==> src/rtl/pc_fetch_sequencer.sv <==
// Program counter owner and instruction-fetch sequencer.
// Tracks the memory handshake, branch/jump redirects and pipeline stalls.
//
// state    | meaning
// ---------+-----------------------------------------------------------
// BOOT     | first cycle after reset, no request, redirect ignored
// FETCH    | request at pc unless stalled, deliver on imem_ready
// WAIT_MEM | request outstanding, address held until imem_ready
// HOLD     | word returned under stall, deliver once stall drops
// FLUSH    | bubble cycles after a redirect before fetch resumes
module pc_fetch_sequencer #(
    parameter int PC_W      = 9,
    parameter int FLUSH_CYC = 1
) (
    input  logic            clk,
    input  logic            reset,
    input  logic            stall,
    input  logic            redirect,
    input  logic [31:0]     redirect_pc,
    output logic            imem_req,
    output logic [PC_W-1:0] imem_addr,
    input  logic            imem_ready,
    output logic [PC_W-1:0] pc_out,
    output logic            fetch_valid,
    output logic            flush_if_id,
    output logic            flush_id_ex,
    output logic            misalign_err,
    output logic            range_err,
    output logic [15:0]     redirect_cnt
);

    typedef enum logic [2:0] {
        S_BOOT,
        S_FETCH,
        S_WAIT_MEM,
        S_HOLD,
        S_FLUSH
    } state_t;

    state_t          state_q, state_d;
    logic [PC_W-1:0] pc_q, pc_d;
    logic [2:0]      flush_cnt_q, flush_cnt_d;
    logic [15:0]     redirect_cnt_q, redirect_cnt_d;

    logic            redirect_acc;
    logic [PC_W-1:0] pc_inc;
    logic [PC_W-1:0] redirect_target;

    assign redirect_acc    = redirect && (state_q != S_BOOT);
    assign pc_inc          = pc_q + PC_W'(4);
    assign redirect_target = {redirect_pc[PC_W-1:2], 2'b00};

    assign imem_addr    = pc_q;
    assign pc_out       = pc_q;
    assign redirect_cnt = redirect_cnt_q;
    assign misalign_err = redirect_acc && (|redirect_pc[1:0]);
    assign range_err    = redirect_acc && (|(redirect_pc >> PC_W));

    always_ff @(posedge clk or posedge reset) begin
        if (reset) begin
            state_q        <= S_BOOT;
            pc_q           <= '0;
            flush_cnt_q    <= '0;
            redirect_cnt_q <= '0;
        end else begin
            state_q        <= state_d;
            pc_q           <= pc_d;
            flush_cnt_q    <= flush_cnt_d;
            redirect_cnt_q <= redirect_cnt_d;
        end
    end

    always_comb begin
        state_d        = state_q;
        pc_d           = pc_q;
        flush_cnt_d    = flush_cnt_q;
        redirect_cnt_d = redirect_cnt_q;
        imem_req       = 1'b0;
        fetch_valid    = 1'b0;
        flush_if_id    = 1'b0;
        flush_id_ex    = 1'b0;

        case (state_q)
            S_BOOT: begin
                state_d = S_FETCH;
            end
            S_FETCH: begin
                if (!stall) begin
                    imem_req = 1'b1;
                    if (!redirect_acc) begin
                        if (imem_ready) begin
                            fetch_valid = 1'b1;
                            pc_d        = pc_inc;
                        end else begin
                            state_d = S_WAIT_MEM;
                        end
                    end
                end
            end
            S_WAIT_MEM: begin
                // Address must stay stable while the memory is working on it.
                imem_req = 1'b1;
                if (!redirect_acc && imem_ready) begin
                    if (stall) begin
                        state_d = S_HOLD;
                    end else begin
                        fetch_valid = 1'b1;
                        pc_d        = pc_inc;
                        state_d     = S_FETCH;
                    end
                end
            end
            S_HOLD: begin
                if (!redirect_acc && !stall) begin
                    fetch_valid = 1'b1;
                    pc_d        = pc_inc;
                    state_d     = S_FETCH;
                end
            end
            S_FLUSH: begin
                if (!redirect_acc) begin
                    if (flush_cnt_q <= 3'd1) begin
                        state_d = S_FETCH;
                    end else begin
                        flush_cnt_d = flush_cnt_q - 3'd1;
                    end
                end
            end
            default: begin
                state_d = S_BOOT;
            end
        endcase

        // A redirect overrides whatever the current state decided.
        if (redirect_acc) begin
            flush_if_id = 1'b1;
            flush_id_ex = 1'b1;
            pc_d        = redirect_target;
            flush_cnt_d = 3'(FLUSH_CYC);
            state_d     = S_FLUSH;
            if (redirect_cnt_q != 16'hFFFF) begin
                redirect_cnt_d = redirect_cnt_q + 16'd1;
            end
        end
    end

endmodule
==> config.mk <==
export PLATFORM = sky130hd
export DESIGN_NAME = pc_fetch_sequencer
export DESIGN_NICKNAME = d
export VERILOG_FILES = /design/src/rtl/pc_fetch_sequencer.sv
export SDC_FILE = /design/constraint.sdc
export NUM_CORES = 1
export LEC_CHECK = 0
export ABC_AREA = 1
export BUFFER_PORTS_ARGS = -buffer_cell sky130_fd_sc_hd__buf_2
export CAP_MARGIN = 20
export CORE_MARGIN = 3
export CORE_UTILIZATION = 41
export CTS_CLUSTER_SIZE = 20
export DETAILED_ROUTE_END_ITERATION = 10
export PLACE_DENSITY_LB_ADDON = 0.1
export SLEW_MARGIN = 20
export SYNTH_ARGS = -nofsm -noshare
export SYNTH_HDL_FRONTEND = slang
export SYNTH_SLANG_ARGS = --single-unit
==> constraint.sdc <==
create_clock -name clk -period 3.9 [get_ports clk]
set_input_delay 0.39 -clock clk [delete_from_list [all_inputs] [get_ports clk]]
set_output_delay 0.39 -clock clk [all_outputs]
set_load 0.005 [all_outputs]
==> impl_metrics.py <==
metrics = {
    "run_status": {
        "outcome": "finished clean",
    },
    "synthesis": {
        "synth_area_leaders": "dfrtp_1 (33%), nand2_1 (17%), nor2_1 (5.6%)",
        "ys_types": 31,
        "yosysWarnings": 0,
        "synth_edf_count": 0,
        "synth_cells": 303,
        "synthArstFlopShare_pct": 100.0,
        "netlist.area_leader.share_pct": 33.05,
        "synth-seq-cells": 29,
        "ys_seq_area_share_pct": 33.05,
        "ys.flop_type": "dfrtp_1",
        "syn-cell-area_mm2": 0.002196,
        "synth_top_cell_by_area": "dfrtp_1",
        "synth_area_per_cell_um2": 7.247,
    },
    "clocking": {
        "h-tree-depth": 2,
        "ctsHoldBuffers": 0,
        "clk_path_buf_depth": 2,
        "post_cts_buffers": 0,
        "root_buffer": "clkbuf_8",
        "numClockSinks": 29,
        "insertion_delay_ns": 0.27,
        "numCtsBuffers": 5,
        "cts_resized": 0,
        "clkTransAtPathRegs_ns": 0.06,
        "cts_tree": "built",
    },
    "power_and_ir_drop": {
        "p_per_area_mw_per_mm2": 597.9,
        "total_power_w": 0.001560,
        "sw_frac_of_total_pct": 44.70,
        "comb_power_share_pct": 50.0,
        "vdd_drop_max_mv": 0.3344,
        "clkPwrFrac_pct": 15.9,
        "p_int_w": 0.0008627,
        "leakagePower_nw": 1.393,
        "power_frac_seq_pct": 34.1,
        "power.switching_w": 0.0006972,
    },
    "finish": {
        "final_common_cell": "nand2_1",
        "layout.cells.non_filler": 439,
        "area_delta_synth_final_pct": 18.80,
        "mostFrequentLayoutCells": "nand2_1 (102), buf_2 (72), nor2_1 (33)",
        "drive_above_1_share_pct": 28.73,
        "final_nets": 410,
        "fin_area_mm2": 0.002609,
        "final.fill_count": 565,
        "diodes": 0,
    },
    "floorplanning": {
        "core_area_mm2": 0.005140,
        "initial_core_util_pct": 42.72,
        "die_x_um": 79.18,
        "ioPinCount": 77,
        "die_area_mm2": 0.006269,
        "die_height_um": 79.18,
        "fp-row-count": 26,
    },
    "setup_path": {
        "critical_path.startpoint_type": "flip-flop",
        "setup.worst_path.class": "flip-flop to output pin",
        "worst_setup_path_end_kind": "output pin",
        "cp_max_fo": 18,
        "worstPathArrival_ns": 1.60,
        "cp.required_ns": 3.51,
    },
    "global_route": {
        "antenna_found_initial": 0,
        "use_met1_pct": 22.19,
        "overflow": 0,
        "grt_pass1_wl_mm": 8.452,
        "use_met2_pct": 27.69,
        "met3_usage_pct": 3.628,
        "grt_pass1_vias": 1895,
        "grt_max_degree": 30,
        "track_usage_pct": 16.93,
        "grt.busiest_layer": "met2",
    },
    "run": {
        "max-cap-violations": 0,
    },
    "placement": {
        "post_dp_cell_area_mm2": 0.002522,
        "hpwl_mm": 3.897,
        "place.gp.congestion": 0.8240,
        "placedCellCount": 432,
        "io_buffers": 72,
    },
    "routing": {
        "final_antenna_net_count": 0,
        "drt_iter0_markers": 111,
        "wl_per_cell_um": 11.27,
        "drcViolationCount": 0,
        "vias": 2023,
        "routed_wl_mm": 4.948,
        "first_pass_iters": 4,
        "routed_via_density": 4.608,
    },
    "timing": {
        "setup_viol_count_final": 0,
        "hold_viol": 0,
        "finalCriticalPeriod_ns": 1.991,
        "drv_slew": 0,
        "skew_ns": 0.002786,
        "clock.fmax_ghz": 0.5023,
        "timing.final.crit_share_pct": 51.05,
        "rsz0062_at_grt": "no",
        "finalSetupTns_ns": 0,
    },
    "worst_hold_path": {
        "hold_class": "primary input to async pin",
    },
}
cell usage after synthesis, types with 2 or more instances:
cell and instances:
xnor2_1 6, nor2_8 2, buf_4 12, inv_2 4, nand2_2 2, nand2_1 102
o21ai_0 8, a21oi_1 4, buf_6 4, xor2_1 9, nor2_1 33, inv_1 24
nor2_2 5, nand3_1 20, nor3_1 3, ha_1 4, nand2_4 6, o21ai_2 2
dfrtp_1 29, o21ai_1 5, o21bai_1 3, nand4_1 5, nor2_4 3
flip-flops by register name (all words and copies together) (netlist names):
| signal | flops |
|---|---|
| imem_addr | 7 |
| state_q | 3 |
| redirect_cnt | 16 |
| flush_cnt_q | 3 |
final cells by class:
| class | instances | area (um2) | area share [%] |
|---|---|---|---|
| clock buffer | 7 | 86.33 | 3.309 |
| inverter | 28 | 105.1 | 4.029 |
| multi-input combinational | 232 | 1236 | 47.39 |
| sequential | 29 | 725.7 | 27.82 |
| tap | 70 | 87.58 | 3.357 |
| timing repair buffer | 73 | 367.9 | 14.10 |
worst paths after layout:
| path | cells after the start | end | slack (ns) | from |
|---|---|---|---|---|
| hold / removal | 3 | imem_addr[8]$_DFFE_PP0P_ | 0.19 | reset |
| min in group clk | 5 | imem_addr[3]$_DFFE_PP0P_ | 0.42 | redirect_pc[3] |
| max in group asynchronous | 3 | imem_addr[3]$_DFFE_PP0P_ | 3.43 | reset |
| setup / recovery | 7 | range_err | 1.91 | state_q[1]$_DFFE_PP0P_ |
| hold reg to reg | 2 | redirect_cnt[1]$_DFFE_PP0P_ | 0.55 | redirect_cnt[1]$_DFFE_PP0P_ |
| setup reg to reg | 9 | redirect_cnt[2]$_DFFE_PP0P_ | 2.23 | redirect_cnt[0]$_DFFE_PP0P_ |
routing by layer:
metal	up-vias	wire length [um]	part of all wire (%)
li1	1069	-	-
met1	899	2314	47
met2	49	2330	47
met3	6	248	5.0
met4	0	55	1.1
met5	-	0	0
kinds of logic after synthesis:
group                      Yosys count  synth area share, %
DFF                                 29                33.05
other                                1               0.1708
adders and majority gates            4                2.279
AOI/OAI and AO/OA                   23                6.097
and+or+nand+nor                    185                40.51
xor gates and xnor gates            16                6.724
buffers and inverters               45                11.17
through the flow:
stage	setup slack [ns]	util (%)	hold slack, ns
5_1_grt	1.759	50.75	0.2200
6_report	1.909	50.75	0.1872
3_5_place_dp	2.186	49.08	0.4936
2_1_floorplan	2.390	-	0.4681
3_3_place_gp	2.247	49.08	0.4875
4_1_cts	1.886	50.75	0.1949
power groups by stage:
stage	registers (W)	logic (W)	clock network (W)
after floorplan	0.000519	0.000630	0
after global placement	0.000533	0.000792	0
after detailed placement	0.000539	0.000790	0
after CTS	0.000533	0.000794	0.000258
after global routing	0.000557	0.000892	0.000269
final	0.000532	0.000780	0.000248
worst max-delay path: stages, from the launching register on:
cell and delay (ns):
dfrtp_1 0.47, nor2_4 0.17, nand2_4 0.07, nand2_4 0.18
inv_2 0.17, nand2_1 0.10, inv_1 0.03, buf_2 0.11
No activity file was read; power rests on OpenSTA's default activity.
